==> config.mk <==
export PLATFORM = sky130hd
export DESIGN_NAME = control_sequencer
export DESIGN_NICKNAME = d
export VERILOG_FILES = /design/src/rtl/cpu_pkg.sv /design/src/rtl/reg_select_decoder.sv /design/src/rtl/control_sequencer.sv
export SDC_FILE = /design/constraint.sdc
export NUM_CORES = 1
export LEC_CHECK = 0
export ABC_AREA = 1
export CAP_MARGIN = 40
export CORE_UTILIZATION = 26
export DETAILED_ROUTE_END_ITERATION = 6
export HOLD_SLACK_MARGIN = 0.06
export PLACE_DENSITY = 0.85
export RECOVER_POWER = 50
export SYNTH_ARGS = -nofsm -noshare
export SYNTH_HDL_FRONTEND = slang
export SYNTH_HIERARCHICAL = 1
export SYNTH_SLANG_ARGS = --single-unit
==> constraint.sdc <==
create_clock -name clk -period 4 [get_ports clk]
set_clock_uncertainty 0.05 [all_clocks]
set_input_delay 0.4 -clock clk [delete_from_list [all_inputs] [get_ports clk]]
set_output_delay 0.4 -clock clk [all_outputs]
set_load 0.02 [all_outputs]
==> src/rtl/cpu_pkg.sv <==
// Shared definitions for the control sequencer: instruction field positions,
// opcode and ALU codes, FSM state encoding and opcode decode helpers.
package cpu_pkg;

  localparam int OPC_MSB = 31;
  localparam int OPC_LSB = 27;
  localparam int RA_MSB  = 26;
  localparam int RA_LSB  = 23;
  localparam int RB_MSB  = 22;
  localparam int RB_LSB  = 19;
  localparam int RC_MSB  = 18;
  localparam int RC_LSB  = 15;

  localparam logic [4:0] OPC_ADD = 5'b00011;
  localparam logic [4:0] OPC_SUB = 5'b00100;
  localparam logic [4:0] OPC_AND = 5'b00101;
  localparam logic [4:0] OPC_OR  = 5'b00110;

  typedef enum logic [3:0] {
    ALU_NOP = 4'b0000,
    ALU_ADD = 4'b0001,
    ALU_SUB = 4'b0010,
    ALU_AND = 4'b0011,
    ALU_OR  = 4'b0100
  } alu_op_e;

  typedef enum logic [2:0] {
    ST_T0   = 3'd0,
    ST_T1   = 3'd1,
    ST_T2   = 3'd2,
    ST_T3   = 3'd3,
    ST_T4   = 3'd4,
    ST_T5   = 3'd5,
    ST_HALT = 3'd6
  } state_e;

  function automatic alu_op_e alu_decode(input logic [4:0] opc);
    case (opc)
      OPC_ADD: return ALU_ADD;
      OPC_SUB: return ALU_SUB;
      OPC_AND: return ALU_AND;
      OPC_OR:  return ALU_OR;
      default: return ALU_NOP;
    endcase
  endfunction

  // Every legal opcode maps to a non-NOP ALU function.
  function automatic logic opcode_legal(input logic [4:0] opc);
    return alu_decode(opc) != ALU_NOP;
  endfunction

endpackage

==> src/rtl/reg_select_decoder.sv <==
// 4-to-16 one-hot register select decoder with enable; all zero when disabled.
module reg_select_decoder (
  input  logic        en_i,
  input  logic [3:0]  sel_i,
  output logic [15:0] onehot_o
);

  always_comb begin
    onehot_o = '0;
    if (en_i) onehot_o[sel_i] = 1'b1;
  end

endmodule

==> src/rtl/control_sequencer.sv <==
// Hardwired control unit: T0-T5 fetch/execute Moore FSM plus HALT on illegal opcode.
// Optional memory read handshake in T1 when CU_MEM_HANDSHAKE_EN is defined.
module control_sequencer
  import cpu_pkg::*;
(
  input  logic        clk,
  input  logic        clr,
  input  logic        run,
  input  logic [31:0] ir,
  input  logic        mem_rdy,
  output logic        PCout,
  output logic        MARin,
  output logic        IncPC,
  output logic        Read,
  output logic        MDRin,
  output logic        MDRout,
  output logic        IRin,
  output logic        Yin,
  output logic        Zin,
  output logic        Zlowout,
  output logic        PCin,
  output logic [15:0] Rout,
  output logic [15:0] Rin,
  output logic [3:0]  alu_op,
  output logic        done,
  output logic        halted
);

  state_e      state_q;
  logic [4:0]  opcode;
  logic [3:0]  ra, rb, rc;
  logic [3:0]  rout_sel;
  logic        rout_en;
  logic        rin_en;

  assign opcode = ir[OPC_MSB:OPC_LSB];
  assign ra     = ir[RA_MSB:RA_LSB];
  assign rb     = ir[RB_MSB:RB_LSB];
  assign rc     = ir[RC_MSB:RC_LSB];

`ifdef CU_MEM_HANDSHAKE_EN
  logic unused_sig;
  assign unused_sig = ^ir[RC_LSB-1:0];
`else
  logic unused_sig;
  assign unused_sig = ^{ir[RC_LSB-1:0], mem_rdy};
`endif

  always_ff @(posedge clk) begin
    // NOTE: clr is sampled on the clock edge only, so it has priority over run/mem_rdy here.
    if (clr) begin
      state_q <= ST_T0;
    end else begin
      case (state_q)
        ST_T0:   if (run) state_q <= ST_T1;
`ifdef CU_MEM_HANDSHAKE_EN
        ST_T1:   if (mem_rdy) state_q <= ST_T2;
`else
        ST_T1:   state_q <= ST_T2;
`endif
        ST_T2:   state_q <= ST_T3;
        ST_T3:   state_q <= opcode_legal(opcode) ? ST_T4 : ST_HALT;
        ST_T4:   state_q <= ST_T5;
        ST_T5:   state_q <= ST_T0;
        ST_HALT: state_q <= ST_HALT;
        default: state_q <= ST_T0;
      endcase
    end
  end

  // Rb feeds Y in T3, Rc feeds the ALU's second operand in T4.
  assign rout_sel = (state_q == ST_T3) ? rb : rc;
  assign rout_en  = !clr && ((state_q == ST_T3) || (state_q == ST_T4));
  assign rin_en   = !clr && (state_q == ST_T5);

  reg_select_decoder u_rout_dec (
    .en_i     (rout_en),
    .sel_i    (rout_sel),
    .onehot_o (Rout)
  );

  reg_select_decoder u_rin_dec (
    .en_i     (rin_en),
    .sel_i    (ra),
    .onehot_o (Rin)
  );

  always_comb begin
    // NOTE: every output gets a default first so no path leaves one unassigned (no latches).
    PCout   = 1'b0;
    MARin   = 1'b0;
    IncPC   = 1'b0;
    Read    = 1'b0;
    MDRin   = 1'b0;
    MDRout  = 1'b0;
    IRin    = 1'b0;
    Yin     = 1'b0;
    Zin     = 1'b0;
    Zlowout = 1'b0;
    PCin    = 1'b0;
    alu_op  = ALU_NOP;
    done    = 1'b0;
    halted  = 1'b0;
    if (!clr) begin
      case (state_q)
        ST_T0: begin
          PCout = 1'b1;
          MARin = 1'b1;
          IncPC = 1'b1;
          PCin  = 1'b1;
        end
        ST_T1: begin
          Read  = 1'b1;
          MDRin = 1'b1;
        end
        ST_T2: begin
          MDRout = 1'b1;
          IRin   = 1'b1;
        end
        ST_T3:   Yin = 1'b1;
        ST_T4: begin
          Zin    = 1'b1;
          alu_op = alu_decode(opcode);
        end
        ST_T5: begin
          Zlowout = 1'b1;
          done    = 1'b1;
        end
        ST_HALT: halted = 1'b1;
        default: ;
      endcase
    end
  end

endmodule
# Word level (Yosys, flattened, before mapping)
# Cells that the tools add are included.
totals:
  ff_bits: 3
  latch_bits: 0
  mem_bits_rw: 0
  mem_bits_ro: 0
  inputBits: 36
  output_inout_bits: 49
  word_cells: 53
  memories: 0
classes:
  n_addsub: 0
  multipliers: 0
  n_div: 0
  magnitude_cmp: 4
  n_eq_ne: 11
  shift: 0
  mux: 29
  n_bitwise: 0
  n_reduce_logical: 8
ops:
  columns: ["operator", "n"]
  rows:
  - ["$mux 16", 2]
  - ["$mux 4", 5]
  - ["$pmux 3 s6", 1]
  - ["$mux 1", 16]
  - ["$eq 5x3->1 const B", 3]
  - ["$pmux 3 s4", 1]
  - ["$lt 4x5->1 const B", 2]
  - ["$eq 3x3->1 const B", 3]
  - ["$demux 1 s4", 2]
  - ["$ge 4x1->1 const B", 2]
  - ["$eq 3x2->1 const B", 2]
  - ["$eq 5x2->1 const B", 1]
  - ["$logic_and 1x1->1", 4]
  - ["$reduce_bool 4->1", 1]
  - ["$eq 3x1->1 const B", 1]
  - ["$logic_not 3->1", 1]
  - ["$mux 3", 1]
  - ["$mux 2", 1]
  - ["$ne 2x2->1 const B", 1]
  - ["$logic_not 1->1", 1]
  - ["$logic_or 1x1->1", 1]

# Logic depth before layout (Yosys ltp)
depth:
  ltp_word: 7
  mapped_depth: 6

# Modules after synthesis
# Netlist, hierarchy kept.
by_module_without_submodules:
  columns: ["module", "instances", "cells_per_inst", "area_per_inst_um2", "seq_area_each_um2"]
  rows:
  - ["control_sequencer", 1, 61, 380.4, 60.1]
  - ["reg_select_decoder (u_rout_dec)", 1, 32, 126.4, 0.0]
  - ["reg_select_decoder (u_rin_dec)", 1, 28, 110.1, 0.0]

# Worst setup path before layout
# No wires, ideal clock.
synth_timing:
  path_kind: "in2out"
  start: "input port clr"
  end: "output port Rin[12]"
  t_arrival_ns: 2.056
  path_slack_ns: 1.494
  cell_stages: 6
  path_buffers: 1
  path_cell_list: "buf_2 nor2_1 inv_1 nor3_1 nand3_1 nor2_1"
synth_via:
  elab_chain_len: 3
synth_rtl:
  columns: ["element", "line_no", "text"]
  rows:
  - ["from (decl)", "control_sequencer.sv:7", "input logic clr,"]
  - ["$logic_not 1->1", null, null]
  - ["$logic_and 1x1->1", "control_sequencer.sv:74", "assign rin_en = !clr && (state_q == ST_T5);"]
  - ["$mux 16", "reg_select_decoder.sv:10", "if (en_i) onehot_o[sel_i] = 1'b1;"]
  - ["to (decl)", "control_sequencer.sv:23", "output logic [15:0] Rin,"]
# No other way between the ends.

# Final worst setup path
layout_timing:
  start: "input port clr"
  end: "output port Rin[11]"
# Same word-level chain as after synthesis.

==> out/qor.txt <==
Register area - 60.06 µm²
Avg Cell Area, Syn - 5.098 µm²
Hold Vio Cnt, Final - 0
Ys Warns - 6
H-tree depth - 1
CP Max Fanout - 9
Via Count - 981
WP data arrival - 2.78 ns
Routed Antenna Nets - 0
Rel. slew slack - 0.6393
RSZ-0062 raised after global routing - false
Grt total ovfl - 0
Vias in the first global route - 867
DRC errors left - 0
Num CTS Buffers - 3
Clk sinks - 3
Min Clock Period, post-route - 3.235 ns
Synth Cell Area - 616.8 µm²
Power density cells - 175.2 nW/µm²
Crit-path most repeated cell - nor2_1
FFs w/ async S/R, synth - 0
CTS clk-pin slew, worst paths - 0.04 ns
Crit path kind - input port to output pin
Proportion of synthesized chip area in sequential cells - 0.09736
Top post-synthesis cells by area - nor2_1 (28%), nand2_1 (12%), inv_1 (10%)
Hold crit path type - flop to flop
Area fraction of the dominant cell type after synthesis - 0.2799
Filler cells - 221
Pleak - 0.5962 nW
Post-DP HPWL - 1.885 mm
Row count - 17
Initial antenna violation count - 0
Port-buffer cells - 67
Number of synthesized flops with an enable pin - 0
Post-synth cell types - 14
GPL Wtd Cong - 0.8098
Global-route wire length before repair - 3.588 mm
Vias per inst - 4.627
# Post-CTS Setup Buffers - 0
Slew @ Worst Pin - 0.5369 ns
Synth-to-Final Area Change - 109.3%
CTS tree - yes
Final instance area - 1291 µm²
Wire per inst - 10.35 µm
Antenna diodes - 0
I/O pin count - 85
Largest net degree at the start of global routing - 10
GR Util All Layers - 0.1821
Syn nets - 157
Die W - 50.71 µm
Share of cells above drive strength 1 - 0.04348
Maximum capacitance violations - 0
Final WL - 2.194 mm
Top Registers - state_q: 3 flops
Initial Util - 0.2762
Worst-Skew Late Latency - 0.24 ns
Final #Nets - 221
Post-CTS Resized - 0
Status - completed
CP endpoint kind - output pin
Number of flip-flops in the largest register - 3
Flops & latches, synth - 3
Most common cell in the netlist - nor2_1
CP Cell Sequence - dlygate4sd3_1, nor2_1, inv_1, nor3_1, nand3_1, nor2_1, clkdlybuf4s50_1
Root Driver - clkbuf_4
Die H - 50.71 µm
CORE AREA - 2233 µm²
Synth area leader - nor2_1
DP Area - 1265 µm²
Critical path launch point type - input port
Die area - 2571 µm²
Multi-input gate area - 435.4 µm²
Post-synth top cells - nor2_1 (46), nand2_1 (20), inv_1 (17)
CP required - 3.55 ns
Setup TNS - 0 ns
Slew Limit Fails - 0
Hold_buf cts - 0
Max clock buf depth - 2
Main synth FF type - dfxtp_1
Largest reg by FF count - state_q
Synth Instances - 121
# setup viols final - 0
Fmax - 309.2 MHz
Peak VDD IR - 150.3 µV
Initial DRC count - 28
CP max-delay cell - dlygate4sd3_1
First-pass detailed-route iteration total - 4
Max stage delay on crit path - 0.65 ns
Final Cycle Share - 0.8086
cells in the final DEF, fill, tap and decap left out, drive strengths merged:
master | netlist | routed
a21oi | 2 | 2
clkbuf | 0 | 4
clkdlybuf4s50 | 0 | 43
conb | 1 | 1
dfxtp | 3 | 3
dlygate4sd3 | 0 | 24
inv | 17 | 17
mux2 | 4 | 4
nand2 | 20 | 20
nand3 | 13 | 13
nand4 | 1 | 1
nor2 | 46 | 46
nor3 | 4 | 4
o21ai | 2 | 2
kinds of logic after synthesis:
| kind of cell | synth area share |
|---|---|
| other | 0.006079 |
| DFF | 0.09737 |
| AOI/OAI and AO/OA | 0.03246 |
| and+or+nand+nor | 0.5700 |
| muxes | 0.09737 |
| buffers and inverters | 0.1967 |
critical path, delay by kind of cell:
family,cells,cell delay [ns]
AND/OR/NAND/NOR,4,1.04
buffers and inverters,3,1.33
layout make-up:
class / count / area share
Clock buffer: 4 / 0.02035
Sequential cell: 3 / 0.04651
Inverter: 17 / 0.04942
Multi-Input combinational cell: 93 / 0.3372
Timing Repair Buffer: 67 / 0.5194
Tap cell: 28 / 0.02713
routing by layer:
layer  GRT usage  vias to the layer above  routed length, µm
met5           0                        -                  0
met4      0.1065                        0                 53
met2      0.3444                       50               1174
met1      0.1893                      433                831
met3     0.02121                        6                136
li1            -                      492                  -
power by group:
group	internal, mW	switching [mW]	total [mW]
Combinational	0.0561	0.0706	0.127
Clock	0.0376	0.0189	0.0565
Sequential	0.0350	0.00803	0.0431
per-stage QoR:
step	power [mW]	hold slack, ns	setup slack, ns	util	std cells
floorplan	0.1281	0.3948	1.494	-	121
global placement	0.1718	0.4078	0.8610	0.5664	208
detailed placement	0.1762	0.4177	0.8266	0.5664	208
CTS	0.2362	0.4228	0.8249	0.5782	212
global route	0.2420	0.4461	0.4823	0.5782	212
finish	0.2262	0.4186	0.7655	0.5782	212
path summary, 6_finish.rpt:
path,from,to,slack (ns),depth (start not counted)
setup reg to reg,state_q[2],state_q[1],2.94,5
setup / recovery,clr,Rin[11],0.77,7
hold reg to reg,state_q[2],state_q[2],0.42,2
hold / removal,state_q[2],state_q[2],0.42,2
Note: power is estimated with default switching activity, not from simulation.
